File: src/rtl/apb_i2s_csr.sv
// APB register block for an I2S transmitter: control/status/interrupt CSRs plus one
// TX sample FIFO per channel, popped in lock-step by the serializer.
module apb_i2s_csr #(
    parameter int unsigned DATA_W     = 32,
    parameter int unsigned FIFO_DEPTH = 8,
    parameter int unsigned N_CH       = 2,
    parameter int unsigned ADDR_W     = 6
) (
    input  logic                   PCLK,
    input  logic                   PRESETn,
    input  logic                   PSEL,
    input  logic                   PENABLE,
    input  logic                   PWRITE,
    input  logic [ADDR_W-1:0]      PADDR,
    input  logic [31:0]            PWDATA,
    output logic [31:0]            PRDATA,
    output logic                   PREADY,
    output logic                   PSLVERR,
    output logic                   i2s_en,
    output logic [N_CH*DATA_W-1:0] tx_data,
    output logic                   tx_valid,
    input  logic                   tx_pop,
    input  logic                   tx_done,
    output logic                   irq
);

    localparam int unsigned AW    = $clog2(FIFO_DEPTH);
    localparam int unsigned PTR_W = AW + 1;

    logic [PTR_W-1:0]  wr_ptr_q [N_CH];
    logic [PTR_W-1:0]  wr_ptr_d [N_CH];
    logic [PTR_W-1:0]  rd_ptr_q [N_CH];
    logic [PTR_W-1:0]  rd_ptr_d [N_CH];
    logic [DATA_W-1:0] mem_q    [N_CH][FIFO_DEPTH];

    logic [N_CH-1:0] empty, full, push_req, push;
    logic            en_q, en_d;
    logic [2:0]      ier_q, ier_d, isr_q, isr_d;
    logic            irq_q;

    logic            access, wr_ok, addr_err;
    logic            sel_cr, sel_sr, sel_ier, sel_isr, sel_tx;
    int unsigned     word, tx_idx;
    logic            pop, overflow, underflow, flush;
    logic [PTR_W-1:0] level0;
    logic [31:0]     sr, rdata;

    logic unused_bits;
    assign unused_bits = ^{PWDATA, PADDR[1:0]};

    // Address decode; the two low address bits are ignored.
    always_comb begin
        access   = PSEL & PENABLE;
        word     = 32'(PADDR[ADDR_W-1:2]);
        sel_cr   = (word == 32'd0);
        sel_sr   = (word == 32'd1);
        sel_ier  = (word == 32'd2);
        sel_isr  = (word == 32'd3);
        sel_tx   = (word >= 32'd4) && (word < 32'd4 + N_CH);
        tx_idx   = word - 32'd4;
        addr_err = !(sel_cr | sel_sr | sel_ier | sel_isr | sel_tx) | (sel_sr & PWRITE);
        wr_ok    = access & PWRITE & ~addr_err;
    end

    // FIFO status and transfer qualification.
    always_comb begin
        for (int unsigned k = 0; k < N_CH; k++) begin
            empty[k]    = (wr_ptr_q[k] == rd_ptr_q[k]);
            full[k]     = (wr_ptr_q[k][AW] != rd_ptr_q[k][AW]) &&
                          (wr_ptr_q[k][AW-1:0] == rd_ptr_q[k][AW-1:0]);
        end
        tx_valid  = en_q & ~|empty;
        pop       = tx_pop & tx_valid;
        underflow = tx_pop & ~tx_valid & en_q;
        flush     = wr_ok & sel_cr & PWDATA[1];
        for (int unsigned k = 0; k < N_CH; k++) begin
            push_req[k] = wr_ok & sel_tx & (tx_idx == k);
            // A full FIFO still accepts a push when the head leaves in the same cycle.
            push[k]     = push_req[k] & (~full[k] | pop);
        end
        overflow = |(push_req & full) & ~pop;
    end

    always_comb begin
        for (int unsigned k = 0; k < N_CH; k++) begin
            wr_ptr_d[k] = wr_ptr_q[k] + PTR_W'(push[k]);
            rd_ptr_d[k] = rd_ptr_q[k] + PTR_W'(pop);
            if (flush) begin
                wr_ptr_d[k] = '0;
                rd_ptr_d[k] = '0;
            end
        end
    end

    always_comb begin
        for (int unsigned k = 0; k < N_CH; k++) begin
            tx_data[k*DATA_W +: DATA_W] = mem_q[k][rd_ptr_q[k][AW-1:0]];
        end
    end

    // CSR next state; hardware sets are applied after the W1C so they win a race.
    always_comb begin
        en_d  = en_q;
        ier_d = ier_q;
        isr_d = isr_q;
        if (wr_ok && sel_cr)  en_d  = PWDATA[0];
        if (wr_ok && sel_ier) ier_d = PWDATA[2:0];
        if (wr_ok && sel_isr) isr_d = isr_q & ~PWDATA[2:0];
        isr_d = isr_d | {overflow, underflow, tx_done};
    end

    always_ff @(posedge PCLK or negedge PRESETn) begin
        if (!PRESETn) begin
            en_q  <= 1'b0;
            ier_q <= '0;
            isr_q <= '0;
            irq_q <= 1'b0;
            for (int unsigned k = 0; k < N_CH; k++) begin
                wr_ptr_q[k] <= '0;
                rd_ptr_q[k] <= '0;
                for (int unsigned i = 0; i < FIFO_DEPTH; i++) begin
                    mem_q[k][i] <= '0;
                end
            end
        end else begin
            en_q  <= en_d;
            ier_q <= ier_d;
            isr_q <= isr_d;
            irq_q <= |(isr_q & ier_q);
            for (int unsigned k = 0; k < N_CH; k++) begin
                wr_ptr_q[k] <= wr_ptr_d[k];
                rd_ptr_q[k] <= rd_ptr_d[k];
                if (push[k]) begin
                    mem_q[k][wr_ptr_q[k][AW-1:0]] <= PWDATA[DATA_W-1:0];
                end
            end
        end
    end

    // Read mux and status word.
    always_comb begin
        level0 = wr_ptr_q[0] - rd_ptr_q[0];
        sr     = '0;
        for (int unsigned k = 0; k < N_CH; k++) begin
            sr[2*k]   = empty[k];
            sr[2*k+1] = full[k];
        end
        sr[19:16] = 4'(level0);
        rdata = '0;
        if (sel_cr)  rdata = {31'd0, en_q};
        if (sel_sr)  rdata = sr;
        if (sel_ier) rdata = {29'd0, ier_q};
        if (sel_isr) rdata = {29'd0, isr_q};
    end

    // Bus outputs are forced low while reset is asserted, independent of the clock.
    assign PRDATA  = (access && !PWRITE && !addr_err && PRESETn) ? rdata : 32'd0;
    assign PSLVERR = access & addr_err & PRESETn;
    assign PREADY  = 1'b1;
    assign i2s_en  = en_q;
    assign irq     = irq_q;

endmodule

File: config.mk
export PLATFORM = sky130hd
export DESIGN_NAME = apb_i2s_csr
export DESIGN_NICKNAME = d
export VERILOG_FILES = /design/src/rtl/apb_i2s_csr.sv
export SDC_FILE = /design/constraint.sdc
export NUM_CORES = 1
export LEC_CHECK = 0
export CORE_MARGIN = 2
export CORE_UTILIZATION = 45
export DETAILED_ROUTE_END_ITERATION = 6
export PLACE_DENSITY = 0.63
export SLEW_MARGIN = 20
export SYNTH_ARGS = -nofsm -noshare
export SYNTH_HDL_FRONTEND = slang
export SYNTH_SLANG_ARGS = --single-unit
File: constraint.sdc
create_clock -name PCLK -period 7.2 [get_ports PCLK]
set_clock_uncertainty 0.1 [all_clocks]
set_input_delay 1.44 -clock PCLK [delete_from_list [all_inputs] [get_ports PCLK]]
set_output_delay 1.44 -clock PCLK [all_outputs]
set_load 0.02 [all_outputs]
==> results of run 1 <==
## worst register-to-register path: stages (launching register included)
cell and delay (ns):
dfrtp_4 0.41, buf_4 0.44, xor2_1 0.31, o41ai_4 1.01, a2111o_4 0.89, mux2_2 0.43
## cell families after synthesis
| group | share of synthesized area (%) |
|---|---|
| other | 0.02874 |
| XOR/XNOR | 0.6081 |
| flip-flops | 51.33 |
| AND/OR/NAND/NOR | 2.849 |
| AO/OA/AOI/OAI | 2.092 |
| multiplexers | 38.27 |
| buffers and inverters | 4.223 |
| adder cells (fa/ha/maj) | 0.6033 |
## state kept, by name (all words and copies together) (netlist names)
name      count
rd_ptr_q      8
isr_q         3
mem_q       512
ier_q         3
irq           1
i2s_en        1
wr_ptr_q      8
## power breakdown
group	leakage (nW)	internal [W]	switching (W)
combinational	5.65	0.000588	0.000617
clock	0.953	0.00175	0.00123
sequential	7.41	0.00310	0.000123
total	14.0	0.00544	0.00197
## cell type report
type,instances,area (um2)
multi-input combinational,930,11720
inverter,11,41.29
fill,4761,28020
sequential,536,13430
timing repair buffer,156,1491
tap,765,957.2
clock buffer,82,1660
clock inverter,22,274.0
## Yosys cell counts, types with 8 or more instances
cell type and n:
nand3_1 8, inv_1 11, mux2_2 289, xor2_1 8
buf_4 50, mux4_2 129, buf_1 16, buf_12 12
nor2b_1 10, nand2_1 105, a2111oi_4 12, ha_1 11
mux2_1 21, nor2_1 19, mux2_4 240, clkbuf_1 60
dfrtp_1 536, buf_6 13
## metrics by stage
stage	power [W]	worst slack [ns]	utilization, %
finish	0.007418	1.967	51.35
CTS	0.007546	1.863	51.30
detailed placement	0.004517	1.952	47.94
global placement	0.004499	1.998	47.94
global route	0.007753	1.720	51.35
floorplan	0.004051	3.022	-
## layout by cell type, fill, tap and decap left out, types with 2 or more instances in the layout
cell type	n
dfrtp_1	531
mux2_2	289
mux2_4	240
mux4_2	129
clkdlybuf4s50_1	117
nand2_1	105
clkbuf_16	57
buf_4	35
conb_1	25
mux2_1	21
nor2_1	19
clkbuf_8	14
a2111oi_4	12
inv_1	11
ha_1	11
clkinv_2	11
clkbuf_1	11
nor2b_1	10
xor2_1	8
nand3_1	8
xnor2_1	7
a21oi_1	6
nor3_1	4
a2111o_4	4
bufinv_16	4
dfrtp_4	3
and2_1	2
and3_1	2
or3_1	2
nand3b_1	2
inv_6	2
clkinvlp_4	2
buf_6	2
dfrtp_2	2
## per-layer routing
| layer | global-route usage [%] | share of wire, % |
|---|---|---|
| met1 | 28.03 | 46 |
| met2 | 33.89 | 50 |
| met3 | 2.788 | 2.9 |
| met4 | 4.537 | 1.6 |
| met5 | 0 | 0.022 |
## worst paths after layout
| path | to | slack (ns) | cells after the start |
|---|---|---|---|
| min in group asynchronous | irq | 0.74 | 1 |
| worst max register to register | mem_q[319] | 3.49 | 5 |
| worst max-delay path | PSLVERR | 1.97 | 6 |
| worst min-delay path | mem_q[129] | 0.38 | 1 |
| worst min register to register | mem_q[129] | 0.38 | 1 |
| max in group asynchronous | mem_q[302] | 3.27 | 5 |
==> results.toml, run 1 <==
[timing]
max_slew.worst_pin.slew_ns = 1.061
finalSetupViolations = 0
whs_ns = 0.3837
fin_tns_setup_ns = 0
min_period_over_period_pct = 72.68
rsz0062_at_grt = "false"
slew_headroom_pct = 29.03
maxClockFrequency_mhz = 191.1
final_hold_viol_count = 0
timing.final.crit_period_ns = 5.233
final_max_slew_viol_count = 0

[cells_and_area]
post_route_cells_drive_above_1_share_pct = 47.32
stdcell_count = 2502
stdcell_area_mm2 = 0.02957
area_delta_synth_final_pct = 13.15
diodes = 0
nNetsFinal = 1749

[placed_design]
port_buffer_cells = 118
numPlacedInstances = 2397
placed_area_mm2 = 0.02761
finalWeightedCongestion = 0.7816
hpwlAfterDp_um = 34180

[route]
first_pass_drt_iterations = 4
first_iter_violations = 760
antenna_left = 0
vias_per_cell = 5.447
dr_total_vias = 13628
drc = 0
wl_um = 58480
route.detailed.wl_per_inst_um = 23.37

[clocking]
ctsHtreeMaxLevel = 2
worst_setup_hold_path_clk_slew_ns = 0.06
clk_path_buf_depth = 3
clock_tree_from_tritoncts = "done"
post_cts.repair.setup_buffers = 0
cts_made_buffers = 57
clk-insertion-delay-late_ns = 0.60
hold_buffers = 0
cts-root-buf = "clkbuf_16"
cts_resized = 0
numClockSinks = 536

[logic_synthesis]
netlist.top_cell.by_area = "dfrtp_1"
mappedNetlistArea_mm2 = 0.02613
synth.ff_latch_count = 536
number_of_synthesized_flops_with_an_enable_pin = 0
synth_flop_cell = "dfrtp_1"
cell_count_after_synthesis = 1608
synth.top_cells.by_area = "dfrtp_1, mux2_4, mux2_2"
postSynthAreaPerCell_um2 = 16.25
netlist.area_leader.share_pct = 51.33
synth.yosys.warnings = 0
ys_async_sr_fraction_pct = 100.0
synth_seq_area_share_pct = 51.33
yosysUniqueCellTypes = 52

[worst_setup_path]
timing.critical_path.from = "PADDR[2]"
slowest_stage = "or4b_2"
path_type_of_the_worst_setup_path = "primary input to output pin"
max_stage_delay_ns = 0.63
crit_buf_inv = 4
critPathTopFamily = "buffers and inverters"
r2r_start = "rd_ptr_q[0]"
cp-end-kind = "output pin"
worst-endpoint-arrival_ns = 3.69
cp_max_fo = 15
cp_data_required_time_ns = 5.66
cpMostUsedCell = "clkdlybuf4s50_1"
crit_chain = "clkdlybuf4s50_1 -> buf_4 -> inv_1 -> or4b_2 -> a21oi_1 -> clkdlybuf4s50_1"
critPathLaunchType = "primary input"

[hold_path]
hp-class = "flip-flop to flip-flop"
timing.hold.worst.start = "mem_q[129]"

[pwr]
vdd_ir_drop_max_mv = 0.1831
p_leak_nw = 14.01
pwr_density_cell_mw_per_mm2 = 250.9

[global_route]
grt_overflow = 0
largest_net_degree_at_the_start_of_global_routing = 104
antenna_found_initial = 1
grt_first_pass_wirelength_um = 92890
grt_use_total_pct = 20.20
grt_pass1_vias = 15097

[floorplan]
design.portCount = 146
vertical_die_dimension_um = 245.0
dieWidth_um = 245.0
design.die.area_mm2 = 0.06001
floorplan.initialDensity_pct = 45.38
row_count = 88
coreArea_mm2 = 0.05759

[job]
drv.max_cap_violation_count = 0

[run_status]
run_status = "finished clean"
Power figures use the tool's default switching activity.
==> inputs of run 2 (changes only) <==
--- a/config.mk
+++ b/config.mk
@@ -8,7 +8,7 @@
 export CORE_MARGIN = 2
 export CORE_UTILIZATION = 45
 export DETAILED_ROUTE_END_ITERATION = 6
-export PLACE_DENSITY = 0.63
+export PLACE_DENSITY = 0.65
 export SLEW_MARGIN = 20
 export SYNTH_ARGS = -nofsm -noshare
 export SYNTH_HDL_FRONTEND = slang
==> constraint.sdc (replaced) <==
create_clock -name PCLK -period 4.8 [get_ports PCLK]
set_clock_uncertainty 0.1 [all_clocks]
set_input_delay 0.96 -clock PCLK [delete_from_list [all_inputs] [get_ports PCLK]]
set_output_delay 0.96 -clock PCLK [all_outputs]
set_load 0.02 [all_outputs]
==> run 2 against run 1 <==
Net effect:
- via count is 1.1% higher
- global-route usage grew 0.069 points
- first-iteration DRC count grew 5.5%
- register-to-register slack lost 2.3 ns
- clock-buffer cell count is 8 higher
- utilization is essentially flat
- critical path depth fell by 2
- sequential power increased by 50%
- largest cell class unchanged
==> results.toml, run 2 (synthesis gave the netlist of run 1 again) <==
[worst_setup_path]
worst-endpoint-arrival_ns = 3.27
cp_data_required_time_ns = 3.74
cp_max_fo = 35
worst-r2r-setup-slack_ns = 1.23
cp-end-kind = "output pin"
path_type_of_the_worst_setup_path = "flip-flop to output pin"
critPathLaunchType = "flip-flop"

[timing]
timing.final.crit_period_ns = 4.335
fin_tns_setup_ns = 0
rsz0062_at_grt = "false"
final_hold_viol_count = 0
maxClockFrequency_mhz = 230.7
min_period_over_period_pct = 90.30
final_max_slew_viol_count = 0
slew_headroom_pct = 25.48
max_slew.worst_pin.slew_ns = 1.118
finalSetupViolations = 0

[pwr]
p_leak_nw = 13.98
pwr_density_cell_mw_per_mm2 = 374.1
vdd_ir_drop_max_mv = 0.2923

[clocking]
hold_buffers = 0
post_cts.repair.setup_buffers = 0
cts_resized = 0
cts_made_buffers = 57
numClockSinks = 536
cts-root-buf = "clkbuf_16"
clock_tree_from_tritoncts = "done"
clk-insertion-delay-late_ns = 0.61
clk_path_buf_depth = 3
worst_setup_hold_path_clk_slew_ns = 0.06
ctsHtreeMaxLevel = 2

[route]
vias_per_cell = 5.511
drc = 0
first_pass_drt_iterations = 5
route.detailed.wl_per_inst_um = 23.62
dr_total_vias = 13783
antenna_left = 0
first_iter_violations = 802
wl_um = 59080

[global_route]
antenna_found_initial = 0
largest_net_degree_at_the_start_of_global_routing = 196
grt_first_pass_wirelength_um = 93160
grt_pass1_vias = 14900
grt_use_total_pct = 20.27
grt_overflow = 0

[cells_and_area]
leading_cell_type_in_the_layout_fill_and_taps_excluded = "dfrtp_1"
most-common-layout-cells = "dfrtp_1, mux2_2, mux2_4, mux4_2, clkdlybuf4s50_1"
area_delta_synth_final_pct = 13.18
largest_register_ff_count = 512
post_layout_utilization_of_the_core_pct = 51.36
multiInputGateArea_mm2 = 0.01172
largest-register = "mem_q"
biggestRegsByFlops = "mem_q x512, rd_ptr_q x8, wr_ptr_q x8"
diodes = 0
post_route_cells_drive_above_1_share_pct = 46.83
nNetsFinal = 1747
ff_latch_area_mm2 = 0.01343
n_fill_cell = 4728

[floorplan]
row_count = 88
design.portCount = 146
vertical_die_dimension_um = 245.0
floorplan.initialDensity_pct = 45.38
design.die.area_mm2 = 0.06001
dieWidth_um = 245.0
coreArea_mm2 = 0.05759

[job]
drv.max_cap_violation_count = 0

[placed_design]
finalWeightedCongestion = 0.7397
port_buffer_cells = 118
hpwlAfterDp_um = 33350

[run_status]
run_status = "finished clean"

[hold_path]
hp-class = "primary input to asynchronous set/reset pin"
==> run 2: changes by cell type in the layout (fill, tap and decap cells not counted), moves of 2 or more <==
cell and change:
clkbuf_1 +8, buf_12 +5, clkinv_2 -3, buf_4 -8, bufinv_16 -2
==> run 2: metrics by stage <==
step	cell area (um2)	hold slack, ns	std cells	total power, W	setup WS, ns
after detailed placement	27670	0.3687	2395	0.006816	0.7053
final	29570	0.3733	2501	0.01106	0.4654
after global placement	27670	0.3629	2395	0.006787	0.6902
after CTS	29540	0.3605	2500	0.01123	0.3828
after floorplan	26220	0.3524	1631	0.006077	1.353
after global routing	29570	0.3980	2501	0.01156	0.3359
==> run 2: cell type report <==
type / instances / area share (%)
repair buffers: 154 / 5.271
clock buffers: 90 / 5.716
clock inverters: 15 / 0.6219
flip-flops and latches: 536 / 45.40
multi-input cells: 930 / 39.62
well taps: 765 / 3.236
inverters: 11 / 0.1396
==> run 2: worst paths after layout <==
| check | start | end | cells after the start |
|---|---|---|---|
| worst min-delay path | PRESETn | mem_q[445] | 2 |
| worst max-delay path | rd_ptr_q[1] | tx_data[63] | 4 |
| min in group PCLK | mem_q[161] | mem_q[161] | 1 |
| max in group asynchronous | PRESETn | mem_q[173] | 5 |
| worst max register to register | rd_ptr_q[1] | mem_q[447] | 4 |
| worst min register to register | mem_q[161] | mem_q[161] | 1 |
==> run 2: report_power, final <==
part | switching [W] | leakage [nW] | total (W) | internal, W
logic | 0.000953 | 5.66 | 0.00187 | 0.000919
registers | 0.000166 | 7.41 | 0.00482 | 0.00465
clock network | 0.00184 | 0.913 | 0.00437 | 0.00253
total | 0.00296 | 14.0 | 0.0111 | 0.00810
==> run 2: metal layers <==
layer	global-route usage, %	up-vias	wire length (um)	share of wire, %
met5	0	-	0	0
met4	5.111	0	1257	2.1
met3	3.772	83	2279	3.9
met2	32.19	226	28130	48
met1	28.85	7510	27410	46
li1	-	5964	-	-
==> run 2: critical path: stages (launching register included) <==
cell	delay, ns
dfrtp_4	0.86
buf_4	0.52
mux4_2	0.36
mux2_2	0.34
clkdlybuf4s50_1	0.57
==> inputs of run 3 (changes only) <==
--- a/config.mk
+++ b/config.mk
@@ -8,7 +8,8 @@
 export CORE_MARGIN = 2
 export CORE_UTILIZATION = 45
 export DETAILED_ROUTE_END_ITERATION = 6
-export PLACE_DENSITY = 0.65
+export DONT_BUFFER_PORTS = 1
+export PLACE_DENSITY = 0.62
 export SLEW_MARGIN = 20
 export SYNTH_ARGS = -nofsm -noshare
 export SYNTH_HDL_FRONTEND = slang
==> run 3 against run 2 <==
Net effect:
- highest routed layer unchanged
- global-route usage is 0.54 points lower
- utilization shrank 1.8 points
- final cell count fell by 4.4%
==> results.toml, run 3 (synthesis gave the netlist of run 1 again) <==
[run_status]
run_status = "finished clean"

[route]
route.detailed.wl_per_inst_um = 24.35
met3RoutedLength_um = 2400
top_signal_layer_used = "met4"
wl_um = 58210
routedLengthMet1_um = 26470
dr_total_vias = 13184
antenna_left = 0
detailroute.wirelength.met2_um = 28300
drc = 0
first_iter_violations = 739
vias_per_cell = 5.516
first_pass_drt_iterations = 4

[global_route]
grt_use_total_pct = 19.73
antenna_found_initial = 1
grt_overflow = 0
grt_first_pass_wirelength_um = 90590
grt_pass1_vias = 14481
largest_net_degree_at_the_start_of_global_routing = 538

[timing]
finalSetupViolations = 0
slew_headroom_pct = 33.01
fin_tns_setup_ns = 0
max_slew.worst_pin.slew_ns = 1.005
rsz0062_at_grt = "false"
final_hold_viol_count = 0
timing.final.crit_period_ns = 4.026
maxClockFrequency_mhz = 248.4
min_period_over_period_pct = 83.87
final_max_slew_viol_count = 0

[clocking]
numClockSinks = 536
cts_made_buffers = 58
worst_setup_hold_path_clk_slew_ns = 0.06
clk_path_buf_depth = 3
clock_tree_from_tritoncts = "done"
clk-insertion-delay-late_ns = 0.62
post_cts.repair.setup_buffers = 0
cts-root-buf = "clkbuf_16"
ctsHtreeMaxLevel = 2
cts_resized = 0

[floorplan]
dieWidth_um = 245.0
coreArea_mm2 = 0.05759
design.portCount = 146
row_count = 88
design.die.area_mm2 = 0.06001
floorplan.initialDensity_pct = 45.38
vertical_die_dimension_um = 245.0

[placed_design]
port_buffer_cells = 0
finalWeightedCongestion = 0.7285
numPlacedInstances = 2280
hpwlAfterDp_um = 33630

[cells_and_area]
nNetsFinal = 1636
diodes = 0
largest-register = "mem_q"
leading_cell_type_in_the_layout_fill_and_taps_excluded = "dfrtp_1"
area_delta_synth_final_pct = 9.246
stdcell_count = 2390
most-common-layout-cells = "dfrtp_1, mux2_2, mux2_4, mux4_2, nand2_1"
n_fill_cell = 4720
biggestRegsByFlops = "mem_q x512, rd_ptr_q x8, wr_ptr_q x8"
largest_register_ff_count = 512
post_route_cells_drive_above_1_share_pct = 50.65

[worst_setup_path]
cp_data_required_time_ns = 3.74
path_type_of_the_worst_setup_path = "flip-flop to output pin"
critPathLaunchType = "flip-flop"
worst-endpoint-arrival_ns = 2.97
cp_max_fo = 21
cp-end-kind = "output pin"

[pwr]
p_leak_nw = 13.65
vdd_ir_drop_max_mv = 0.2846
pwr_density_cell_mw_per_mm2 = 384.3

[hold_path]
hp-class = "primary input to asynchronous set/reset pin"

[job]
drv.max_cap_violation_count = 0
## run 3: changes by cell type in the layout (fill, tap and decap cells not counted), moves of 2 or more
cell,change
clkinv_2,-5
buf_6,-2
buf_16,+2
clkdlybuf4s50_1,-117
bufinv_16,+2
buf_4,+9
clkbuf_1,-3
clkbuf_8,+5
inv_6,+2
buf_12,-3
## run 3: layout make-up
class	count	area [um2]	area share (%)
clock buffer	93	1773	6.211
clock inverter	13	219.0	0.7670
inverter	11	41.29	0.1446
multi-input combinational	930	11720	41.04
sequential	536	13430	47.04
tap	765	957.2	3.353
timing repair buffer	42	412.9	1.446
## run 3: worst paths after layout
| check | start | cells after the start | endpoint | slack [ns] |
|---|---|---|---|---|
| max | rd_ptr_q[0] | 5 | PRDATA[2] | 0.77 |
| min | PRESETn | 1 | irq | 0.04 |
| max reg2reg | wr_ptr_q[5] | 5 | mem_q[288] | 1.43 |
| min reg2reg | mem_q[33] | 1 | mem_q[33] | 0.38 |
| max in group asynchronous | PRESETn | 2 | mem_q[359] | 2.90 |
| min in group PCLK | tx_done | 1 | isr_q[0] | 0.34 |
## run 3: metal layers
| metal | vias up | track usage, % |
|---|---|---|
| li1 | 5747 | - |
| met4 | 0 | 4.304 |
| met2 | 185 | 32.61 |
| met1 | 7178 | 27.10 |
| met5 | - | 0 |
| met3 | 74 | 3.871 |
## run 3: worst max-delay path, stage by stage, from the launching register on
cell,delay (ns)
dfrtp_4,0.77
xor2_1,0.28
nor4_1,0.60
buf_4,0.23
a32oi_1,0.11
nor2_1,0.35
## run 3: stage by stage
stage                     hold WS, ns  area, um2  total power, W  utilization (%)  setup slack, ns
after floorplan                0.3524      26220        0.006077                -            1.353
after global placement         0.3642      26450        0.006360            45.94            1.333
after detailed placement       0.3723      26450        0.006380            45.94            1.265
after CTS                    -0.07637      28440         0.01105            49.40           0.5820
after global routing         0.008618      28550         0.01144            49.57           0.5143
final                         0.04184      28550         0.01097            49.57           0.7743
## run 3: report_power, final
group | switching [W] | internal (W) | total (W) | leakage [nW]
Clock | 0.00188 | 0.00274 | 0.00462 | 0.973
Combinational | 0.000859 | 0.000680 | 0.00154 | 5.26
Sequential | 0.000155 | 0.00465 | 0.00481 | 7.41
Total | 0.00289 | 0.00808 | 0.0110 | 13.6
